`config.mk`:
```
export PLATFORM = sky130hd
export DESIGN_NAME = sys_bus_arbiter_flat
export DESIGN_NICKNAME = d
export VERILOG_FILES = /design/src/rtl/sys_bus_arbiter_if.sv /design/src/rtl/sys_bus_arbiter.sv /design/src/flat_wrapper.sv
export SDC_FILE = /design/constraint.sdc
export NUM_CORES = 1
export LEC_CHECK = 0
export CORE_AREA = 2 2 203 205
export DETAILED_ROUTE_END_ITERATION = 10
export DIE_AREA = 0 0 205 207
export SLEW_MARGIN = 30
export SYNTH_ARGS = -nofsm -noshare
export SYNTH_HDL_FRONTEND = slang
export SYNTH_SLANG_ARGS = --single-unit
```
`constraint.sdc`:
```
create_clock -name clk -period 2.03 [get_ports clk]
set_input_delay 0.406 -clock clk [delete_from_list [all_inputs] [get_ports clk]]
set_output_delay 0.406 -clock clk [all_outputs]
set_load 0.01 [all_outputs]
```
`src/rtl/sys_bus_arbiter_if.sv`:
```
// Bundle of the per-core request ports and the shared system-bus port of sys_bus_arbiter.
// The arbiter uses the master modport; the cores and the bus slave side use the slave modport.
interface sys_bus_arbiter_if #(
    parameter int NUM_MASTERS = 4
);
    localparam int GW = (NUM_MASTERS > 1) ? $clog2(NUM_MASTERS) : 1;

    logic [32*NUM_MASTERS-1:0] s_addr;
    logic [32*NUM_MASTERS-1:0] s_wdata;
    logic [4*NUM_MASTERS-1:0]  s_be;
    logic [NUM_MASTERS-1:0]    s_we;
    logic [NUM_MASTERS-1:0]    s_req;
    logic [32*NUM_MASTERS-1:0] s_rdata;
    logic [NUM_MASTERS-1:0]    s_ready;
    logic [NUM_MASTERS-1:0]    s_err;

    logic [31:0]               m_addr;
    logic [31:0]               m_wdata;
    logic [3:0]                m_be;
    logic                      m_we;
    logic                      m_req;
    logic [31:0]               m_rdata;
    logic                      m_ready;

    logic [GW-1:0]             grant_id;
    logic                      busy;

    modport master (
        input  s_addr, s_wdata, s_be, s_we, s_req,
        output s_rdata, s_ready, s_err,
        output m_addr, m_wdata, m_be, m_we, m_req,
        input  m_rdata, m_ready,
        output grant_id, busy
    );

    modport slave (
        output s_addr, s_wdata, s_be, s_we, s_req,
        input  s_rdata, s_ready, s_err,
        input  m_addr, m_wdata, m_be, m_we, m_req,
        output m_rdata, m_ready,
        input  grant_id, busy
    );
endinterface

```
`src/rtl/sys_bus_arbiter.sv`:
```
// Round-robin arbiter sharing one system-bus master port among NUM_MASTERS core ports,
// with a registered transaction, same-cycle response routing and an optional response timeout.
module sys_bus_arbiter #(
    parameter int NUM_MASTERS    = 4,
    parameter int TIMEOUT_CYCLES = 0
) (
    input logic               clk,
    input logic               rst_n,
    sys_bus_arbiter_if.master bus
);
    localparam int GW = (NUM_MASTERS > 1) ? $clog2(NUM_MASTERS) : 1;

    if (NUM_MASTERS < 2 || NUM_MASTERS > 8) begin : g_bad_n
        $error("sys_bus_arbiter: NUM_MASTERS must be 2..8");
    end
    if (TIMEOUT_CYCLES < 0 || TIMEOUT_CYCLES > 65535) begin : g_bad_to
        $error("sys_bus_arbiter: TIMEOUT_CYCLES must be 0..65535");
    end

    typedef enum logic {
        IDLE = 1'b0,
        BUSY = 1'b1
    } state_t;

    state_t        state_q, state_d;
    logic [GW-1:0] last_q, last_d;
    logic [GW-1:0] grant_q, grant_d;
    logic [31:0]   addr_q, addr_d;
    logic [31:0]   wdata_q, wdata_d;
    logic [3:0]    be_q, be_d;
    logic          we_q, we_d;

    logic          win_vld;
    logic [GW-1:0] win_id;
    logic [31:0]   sel_addr, sel_wdata;
    logic [3:0]    sel_be;
    logic          sel_we;
    logic          to_hit;
    logic          done;

    function automatic logic [GW-1:0] rr_idx(input logic [GW-1:0] base, input int k);
        int s;
        s = (int'(base) + k) % NUM_MASTERS;
        return GW'(s);
    endfunction

    // Scan from the farthest offset down so the nearest requester after last_q wins.
    always_comb begin
        win_vld = 1'b0;
        win_id  = '0;
        for (int k = NUM_MASTERS; k >= 1; k--) begin
            if (bus.s_req[rr_idx(last_q, k)]) begin
                win_vld = 1'b1;
                win_id  = rr_idx(last_q, k);
            end
        end
    end

    always_comb begin
        sel_addr  = '0;
        sel_wdata = '0;
        sel_be    = '0;
        sel_we    = 1'b0;
        for (int i = 0; i < NUM_MASTERS; i++) begin
            if (win_id == GW'(i)) begin
                sel_addr  = bus.s_addr[32*i +: 32];
                sel_wdata = bus.s_wdata[32*i +: 32];
                sel_be    = bus.s_be[4*i +: 4];
                sel_we    = bus.s_we[i];
            end
        end
    end

    if (TIMEOUT_CYCLES > 0) begin : g_to
        logic [15:0] cnt_q, cnt_d;

        always_comb begin
            cnt_d = cnt_q;
            if (state_q == IDLE) begin
                cnt_d = '0;
            end else if (cnt_q != 16'hFFFF) begin
                cnt_d = cnt_q + 16'd1;
            end
        end

        always_ff @(posedge clk or negedge rst_n) begin
            if (!rst_n) begin
                cnt_q <= '0;
            end else begin
                cnt_q <= cnt_d;
            end
        end

        assign to_hit = (state_q == BUSY) && !bus.m_ready
                        && (cnt_q == 16'(TIMEOUT_CYCLES));
    end else begin : g_no_to
        assign to_hit = 1'b0;
    end

    assign done = (state_q == BUSY) && (bus.m_ready || to_hit);

    always_comb begin
        state_d = state_q;
        last_d  = last_q;
        grant_d = grant_q;
        addr_d  = addr_q;
        wdata_d = wdata_q;
        be_d    = be_q;
        we_d    = we_q;
        unique case (state_q)
            IDLE: begin
                if (win_vld) begin
                    state_d = BUSY;
                    grant_d = win_id;
                    addr_d  = sel_addr;
                    wdata_d = sel_wdata;
                    be_d    = sel_be;
                    we_d    = sel_we;
                end
            end
            BUSY: begin
                if (done) begin
                    state_d = IDLE;
                    last_d  = grant_q;
                end
            end
            default: state_d = IDLE;
        endcase
    end

    always_ff @(posedge clk or negedge rst_n) begin
        if (!rst_n) begin
            state_q <= IDLE;
            last_q  <= GW'(NUM_MASTERS - 1);
            grant_q <= '0;
            addr_q  <= '0;
            wdata_q <= '0;
            be_q    <= '0;
            we_q    <= 1'b0;
        end else begin
            state_q <= state_d;
            last_q  <= last_d;
            grant_q <= grant_d;
            addr_q  <= addr_d;
            wdata_q <= wdata_d;
            be_q    <= be_d;
            we_q    <= we_d;
        end
    end

    assign bus.m_req    = (state_q == BUSY);
    assign bus.busy     = (state_q == BUSY);
    assign bus.grant_id = grant_q;
    assign bus.m_addr   = addr_q;
    assign bus.m_wdata  = wdata_q;
    assign bus.m_be     = be_q;
    assign bus.m_we     = we_q;

    // A timeout completion returns zero data with the error flag; a real response wins.
    always_comb begin
        bus.s_ready = '0;
        bus.s_err   = '0;
        bus.s_rdata = '0;
        for (int i = 0; i < NUM_MASTERS; i++) begin
            if (done && grant_q == GW'(i)) begin
                bus.s_ready[i]          = 1'b1;
                bus.s_err[i]            = !bus.m_ready;
                bus.s_rdata[32*i +: 32] = bus.m_ready ? bus.m_rdata : 32'h0;
            end
        end
    end
endmodule

```
`src/flat_wrapper.sv`:
```
// flat-port wrapper written by rule: the top's interface ports become plain ports
module sys_bus_arbiter_flat 
#(
    parameter int NUM_MASTERS    = 4,
    parameter int TIMEOUT_CYCLES = 0
)
  (clk, rst_n, bus_s_addr, bus_s_wdata, bus_s_be, bus_s_we, bus_s_req, bus_s_rdata, bus_s_ready, bus_s_err, bus_m_addr, bus_m_wdata, bus_m_be, bus_m_we, bus_m_req, bus_m_rdata, bus_m_ready, bus_grant_id, bus_busy);
  sys_bus_arbiter_if #(.NUM_MASTERS(NUM_MASTERS)) bus_i ();
  input logic clk;
  input logic rst_n;
  input wire logic [$bits(bus_i.s_addr)-1:0] bus_s_addr;
  input wire logic [$bits(bus_i.s_wdata)-1:0] bus_s_wdata;
  input wire logic [$bits(bus_i.s_be)-1:0] bus_s_be;
  input wire logic [$bits(bus_i.s_we)-1:0] bus_s_we;
  input wire logic [$bits(bus_i.s_req)-1:0] bus_s_req;
  output wire logic [$bits(bus_i.s_rdata)-1:0] bus_s_rdata;
  output wire logic [$bits(bus_i.s_ready)-1:0] bus_s_ready;
  output wire logic [$bits(bus_i.s_err)-1:0] bus_s_err;
  output wire logic [$bits(bus_i.m_addr)-1:0] bus_m_addr;
  output wire logic [$bits(bus_i.m_wdata)-1:0] bus_m_wdata;
  output wire logic [$bits(bus_i.m_be)-1:0] bus_m_be;
  output wire logic [$bits(bus_i.m_we)-1:0] bus_m_we;
  output wire logic [$bits(bus_i.m_req)-1:0] bus_m_req;
  input wire logic [$bits(bus_i.m_rdata)-1:0] bus_m_rdata;
  input wire logic [$bits(bus_i.m_ready)-1:0] bus_m_ready;
  output wire logic [$bits(bus_i.grant_id)-1:0] bus_grant_id;
  output wire logic [$bits(bus_i.busy)-1:0] bus_busy;
  assign bus_i.s_addr = bus_s_addr;
  assign bus_i.s_wdata = bus_s_wdata;
  assign bus_i.s_be = bus_s_be;
  assign bus_i.s_we = bus_s_we;
  assign bus_i.s_req = bus_s_req;
  assign bus_s_rdata = bus_i.s_rdata;
  assign bus_s_ready = bus_i.s_ready;
  assign bus_s_err = bus_i.s_err;
  assign bus_m_addr = bus_i.m_addr;
  assign bus_m_wdata = bus_i.m_wdata;
  assign bus_m_be = bus_i.m_be;
  assign bus_m_we = bus_i.m_we;
  assign bus_m_req = bus_i.m_req;
  assign bus_i.m_rdata = bus_m_rdata;
  assign bus_i.m_ready = bus_m_ready;
  assign bus_grant_id = bus_i.grant_id;
  assign bus_busy = bus_i.busy;
  sys_bus_arbiter #(.NUM_MASTERS(NUM_MASTERS), .TIMEOUT_CYCLES(TIMEOUT_CYCLES)) u_core (.clk(clk), .rst_n(rst_n), .bus(bus_i));
endmodule
```
==> summary.md, run 1 <==
| Metric | Value |
|---|---|
| Post-route cell area | 0.01385 sq mm |
| Failing checks | negative setup slack |
| Final setup violation count | roughly 140 |
| HP Start | u_core.bus.m_addr[14] |
| Layout cells sized above 1 | 37.32% |
| Design Power | ~0.011 W |
| CP cell instances | nand2_2 > buf_6 > nor3b_4 > buf_6 > buf_12 > buf_6 > and2_4 > buf_6 |
| Final core occ | 34.31% |
| Clk pwr share | 15.3% |
| Synthesis warning total | 0 |
| Slowest stage delay, CP | ~0.38 ns |
| Initial core utilization | 13.41% |
| WL met1 | around 13000 um |
| Max-Cap Viols | 0 |
| Clock period minus worst slack | around 2.2 ns |
| Mapped Cells | approximately 610 |
| Worst Hold Class | flip-flop to flip-flop |
| Top-area cell type share of the netlist area | between 30% and 40% |
| All-Layer GR Usage | 14.65% |
| FMAX | between 0.4 and 0.5 GHz |
| CP arrival | 1.79 ns |
| Endpoints failing hold | 0 |
| Die area | 0.04244 sq mm |
| FF-to-FF setup slack | -0.09 ns |
| Top Ports | between 500 and 600 |
| Clk_skew | slightly below 0.007 ns |
| Period utilisation layout | 108.1% |
| WP data required | approximately 1.6 ns |
| First-pass GRT wire length | 46730 um |
| WHS Path Cells | 2 |
| Post-DP HPWL | around 25000 um |
| First-pass iteration count of the detailed router | 5 |
| Number of synthesized flops with an enable pin | 0 |
| Placed Area | ~0.012 sq mm |
| Hold slack | about 0.49 ns |
| Area grow syn2layout | 156.0% |
| Crit-path slowest cell | dfrtp_1 |
| Sw Share | between 30% and 40% |
| Leakage | about 6 nW |
| Worst Path Max Fanout | 8 |
| Largest net degree at the start of global routing | 52 |
| Status | finished with violations |
| DRC | 0 |
| Root Buffer | clkbuf_16 |
| Startpoint type of the worst setup path | flip-flop |
| Drt wl/cell | around 20 um |
| Routability cong. | 0.8643 |
| Met2 WL post-DR | about 19000 um |
| Total internal power | 0.007296 W |
| Wire length on met3 | 2671 um |
| FF-to-FF path depth | 8 |
| Total negative slack | -7.599 ns |
| Crit-path leading delay family | buffers and inverters |
| Sequential fraction of design power | between 20% and 30% |
| Cell mode on critical path | buf_6 |
| Die span in y | around 210 um |
| Final WS setup | -0.1646 ns |
| Worst-path clk slew | roughly 0.07 ns |
| Buf+Inv Stages, Crit Path | 5 |
| Library cells used by synthesis | 28 |
| Yosys reg bits | between 70 and 80 |
| Total Wirelength | roughly 36000 um |
| Main synth FF type | dfrtp_1 |
| Avg Cell Area, Syn | approximately 8.9 sq um |
| Initial DRC Count | 372 |
| Async S/R FF share, synth | 100.0% |
| Most numerous cell in the Yosys netlist | mux2i_1 |
| Top layer in use | met4 |
| Unrepaired setup endpoints after global routing | true |
| H-tree Lvls | 3 |
| WS Path Type | flip-flop to output port |
| Hold-critical path endpoint | u_core.bus.m_addr[14] |
| RR Startpoint | u_core.last_q[0] |
| Die X | between 200 and 250 um |
| Via count | 7341 |
| # clock sinks | between 70 and 80 |
| Clock buffer count from CTS | 9 |
| Combinational power share | a little under two thirds |
| Initial antenna violation count | 3 |
| Bufs on Longest Clock Path | 2 |
| TritonCTS clock tree | done |
| Area of the core | a little over 0.04 sq mm |
| Power per cell area | ~830 mW/mm^2 |
| Register area share after synthesis | ~34% |
| Synth area leaders | dfrtp_1, mux2i_1, o221ai_1, nand2_1, nor2_1 |
| Crit. Startpoint | u_core.bus.busy |
| Slew Limit Fails | 0 |
| Largest area contributor in the netlist | dfrtp_1 |
| Nets | between 1500 and 2000 |
| Congestion Overflow GR | 0 |
| Clock latency on the worst-skew pair | roughly 0.35 ns |
| Vias/cell | 4.181 |
| VDD IR max | between 0.3 and 0.4 mV |
| CP endpoint kind | output port |
| Top post-synthesis cells by count | mux2i_1, nand2_1, nor2_1, dfrtp_1, o221ai_1 |
| Synth Cell Area | between 0.005 and 0.006 sq mm |
| Port Buffers | 519 |
| Sw Pwr | a little over 0.004 W |
| Vias in the first global route | 7509 |
| Worst R2R End | u_core.bus.m_be[2] |
| Placement Rows | 74 |
| Antenna Violating Nets Remaining | 0 |
==> kinds of logic (layout without fill, tap and decap cells) <==
family / count (synthesis) / after routing / synth area share [%]
simple gates: 257 / 257 / 20.09
mux: 140 / 140 / 25.92
flops: 74 / 74 / 34.27
compound gates: 71 / 71 / 12.56
buf+inv: 65 / 676 / 7.098
other cells: 1 / 6 / 0.06930
==> per-layer routing <==
| metal | track usage [%] | vias to the layer above |
|---|---|---|
| met5 | 0 | - |
| met4 | 6.053 | 0 |
| met3 | 3.461 | 42 |
| met2 | 28.44 | 401 |
| met1 | 14.68 | 3522 |
| li1 | - | 3376 |
==> worst register-to-register path, cell delays in order, from the launching register on <==
cell and delay [ns]:
dfstp_2 0.54, and2b_1 0.20, nor3_2 0.25, o32ai_4 0.15, buf_12 0.18, buf_16 0.16, buf_8 0.14, mux2i_1 0.22
o221ai_1 0.15
==> flip-flops by register name (all words and copies together), names as in the netlist <==
signal               count
u_core.bus.m_we          1
u_core.last_q            2
u_core.bus.m_addr       32
u_core.bus.m_be          4
u_core.bus.m_wdata      32
u_core.bus.grant_id      2
u_core.bus.busy          1
==> cells in the final DEF, fill, tap and decap left out, types with 13 or more instances in the layout <==
cell,n
o221ai_2,13
and2_4,27
o221ai_1,56
mux2i_2,17
buf_8,19
clkbuf_16,19
nand2_1,106
clkdlybuf4s50_1,382
buf_2,41
nor2_4,56
mux2i_1,108
mux2i_4,14
buf_4,50
nor2_2,22
dfrtp_1,72
buf_12,19
nor2_1,22
buf_6,121
==> worst max-delay path by stage <==
stage                     cells after the start  slack [ns]         endpoint
after floorplan                               5        0.07  bus_s_rdata[54]
after global placement                        7       -0.97  bus_s_rdata[56]
after detailed placement                      7       -0.95  bus_s_rdata[57]
after CTS                                     6       -0.21  bus_s_rdata[57]
after global routing                          8       -0.24  bus_s_rdata[35]
final                                         8       -0.16  bus_s_rdata[35]
==> metrics by stage <==
stage,setup WS (ns),cells
global placement,-0.9692,1688
detailed placement,-0.9451,1688
finish,-0.1646,1756
floorplan,0.06669,611
CTS,-0.2130,1731
global route,-0.2387,1756
==> power groups by stage <==
stage | logic (W) | registers [W] | clock network, W
3_3_place_gp | 0.00567 | 0.00241 | 0
6_report | 0.00727 | 0.00243 | 0.00176
5_1_grt | 0.00769 | 0.00252 | 0.00191
2_1_floorplan | 0.00222 | 0.00268 | 0
4_1_cts | 0.00591 | 0.00243 | 0.00186
3_5_place_dp | 0.00568 | 0.00244 | 0
==> final cells by class <==
cell class              instances  area, sq um
well taps                     532        665.6
multi-input cells             472         4060
repair buffers                656         6937
clock inverters                 6        72.57
clock buffers                  10        239.0
diodes                          2        5.005
fillers                      4075        26520
inverters                       4        17.52
flip-flops and latches         74         1854
==> repair_timing <==
action,4_1_cts,5_1_grt
setup endpoints to repair,197,196
buffers inserted,20,16
resized for setup,599,340
gates cloned,7,12
pin swaps,8,104
hold buffers,1,0
hold endpoints to repair,21,0
(Power assumes the default switching activity.)
==> run 2: changes to the inputs <==
- CTS_CLUSTER_DIAMETER: default -> 50
==> results of run 2 <==
The final DEF is identical to that of run 1; final timing and power are the same.
==> run 3: changes to the inputs <==
- CORE_AREA: 2 2 203 205 -> 5 5 201 203
- DIE_AREA: 0 0 205 207 -> 0 0 206 208
==> summary.md, run 3 (synthesis gave the netlist of run 1 again) <==
| Metric | Value |
|---|---|
| Root Buffer | clkbuf_16 |
| First-pass iteration count of the detailed router | 4 (-1) |
| CP arrival | 2.38 ns (+0.59 ns) |
| Slew Limit Fails | 0 (unchanged) |
| Fill cell count | 3810 (-6.5%) |
| Initial DRC Count | 330 (-11%) |
| Die span in y | 208 um (+0.48%) |
| Most frequent cells in the layout | clkdlybuf4s50_1, nand2_1, mux2i_1, buf_6, dfrtp_1 |
| DRC | 0 (unchanged) |
| Via count | 7308 (-0.45%) |
| Clock latency on the worst-skew pair | 0.34 ns (about the same) |
| Area of the core | 0.03829 sq mm (-5.2%) |
| Failing checks | negative setup slack |
| Drt wl/cell | 20.79 um (+2.8%) |
| Status | finished with violations |
| Port Buffers | 519 (unchanged) |
| Post-DP HPWL | 26050 um (+2.8%) |
| Clk_skew | 0.006309 ns (-0.0005928 ns) |
| Antenna Violating Nets Remaining | 0 (unchanged) |
| Vias/cell | 4.198 (+0.41%) |
| VDD IR max | 0.3602 mV (+2.3%) |
| WP data required | 2.24 ns (+0.62 ns) |
| Post-Place Setup Slack | -0.7260 ns (+0.2191 ns) |
| Final setup violation count | 178 (+29%) |
| First-pass GRT wire length | 47870 um (+2.4%) |
| TritonCTS clock tree | done |
| Bufs on Longest Clock Path | 2 (unchanged) |
| Placed Area | 0.01174 sq mm (-0.21%) |
| Post-route cell area | 0.01373 sq mm (-0.88%) |
| Final WS setup | -0.1496 ns (+0.01507 ns) |
| All-Layer GR Usage | 14.56% (-0.095 points) |
| H-tree Lvls | 3 (unchanged) |
| Initial antenna violation count | 0 (-3) |
| Power per cell area | 857.4 mW/mm^2 (+3.7%) |
| FMAX | 0.4588 GHz (+0.69%) |
| Antenna fix cells | 0 (-2) |
| Vias in the first global route | 7860 (+4.7%) |
| CP endpoint kind | flip-flop |
| Leakage | 5.869 nW (-2.2%) |
| Layout cells sized above 1 | 37.94% (+0.62 points) |
| Worst Hold Class | input pin to flip-flop |
| Startpoint type of the worst setup path | flip-flop |
| Congestion Overflow GR | 0 (unchanged) |
| Nets | 1535 (+0.20%) |
| Worst-path clk slew | 0.06 ns (about the same) |
| Initial core utilization | 14.13% (+0.73 points) |
| WHS Path Cells | 3 (+1) |
| # clock sinks | 74 (unchanged) |
| Endpoints failing hold | 0 (unchanged) |
| Commonest non-fill, non-tap cell in the layout | clkdlybuf4s50_1 |
| Max-Cap Viols | 0 (unchanged) |
| Die X | 206 um (+0.49%) |
| Worst Path Max Fanout | 7 (-1) |
| Largest net degree at the start of global routing | 45 (-13%) |
| Die area | 0.04285 sq mm (+0.97%) |
| Area grow syn2layout | 153.7% |
| Total Wirelength | 36190 um (+1.9%) |
| Clock period minus worst slack | 2.180 ns (-0.01507 ns) |
| Unrepaired setup endpoints after global routing | true |
| Period utilisation layout | 107.4% (-0.74 points) |
| WS Path Type | flip-flop to flip-flop |
| Placement Rows | 72 (-2.7%) |
| Clock buffer count from CTS | 9 (unchanged) |
| Routability cong. | 0.9056 (+4.8%) |
| FF-to-FF path depth | 9 (+1) |
| Top Ports | 524 (unchanged) |
run 3: changes by cell type in the layout (fill, tap and decap cells not counted), sizes merged, moves of 2 or more:
cell	previous run	this run
inv	6	4
diode	2	0
buf	257	236
dlymetal6s2s	2	0
clkdlybuf4s15	1	27
dlygate4sd2	0	4
clkbuf	23	16
run 3: cell type report:
type	count	area, sq um	area share (%)
repair buffers	658	6799	49.52
multi-input cells	473	4105	29.90
flip-flops and latches	74	1856	13.52
well taps	518	648.1	4.721
clock buffers	9	225.2	1.640
clock inverters	5	81.33	0.5924
inverters	4	15.01	0.1094
run 3: critical path, cell delays in order (launching register included):
cell      delay, ns
dfstp_2        0.54
and2b_1        0.21
nor3_2         0.24
o32ai_4        0.13
buf_6          0.16
buf_12         0.13
buf_16         0.15
buf_12         0.15
mux2i_1        0.18
o221ai_1       0.14
run 3: repair_timing:
item                       in CTS  in global routing
setup endpoints to repair     199                200
pin swaps                      37                 55
resized for setup             604                225
gates cloned                   15                 12
hold buffers                    1                  0
setup buffers                  26                  4
hold endpoints to repair       22                  0
run 3: layer usage:
metal | global-route usage (%) | wire length [um]
met1 | 14.95 | 12920
met2 | 27.40 | 18880
met3 | 3.675 | 2968
met4 | 6.586 | 1418
met5 | 0 | 0
run 3: power by group:
part           leakage [nW]  internal, W  switching (W)
clock                 0.147      0.00106       0.000684
sequential            0.908      0.00207       0.000355
combinational          4.81      0.00445        0.00315
run 3: through the flow:
stage          instances  util [%]  total power (W)  hold slack [ns]  setup TNS, ns
2_1_floorplan        611         -         0.004895           0.1104              0
3_3_place_gp        1672     30.65         0.008011           0.3336        -102.95
3_5_place_dp        1672     30.65         0.008045           0.3322        -111.39
4_1_cts             1728     33.06          0.01112           0.4916         -16.13
5_1_grt             1741     35.86          0.01240           0.4730         -27.61
6_report            1741     35.86          0.01177           0.4653         -12.26
run 3: worst paths after layout:
kind / from / endpoint / slack (ns)
worst max-delay path: u_core.last_q[0] / u_core.bus.m_addr[3] / -0.15
worst min-delay path: bus_m_ready / u_core.bus.busy / 0.47
worst max register to register: u_core.last_q[0] / u_core.bus.m_addr[3] / -0.15
worst min register to register: u_core.bus.m_wdata[12] / u_core.bus.m_wdata[12] / 0.49
max in group asynchronous: rst_n / u_core.last_q[0] / 0.94
min in group asynchronous: rst_n / u_core.bus.m_wdata[29] / 0.51
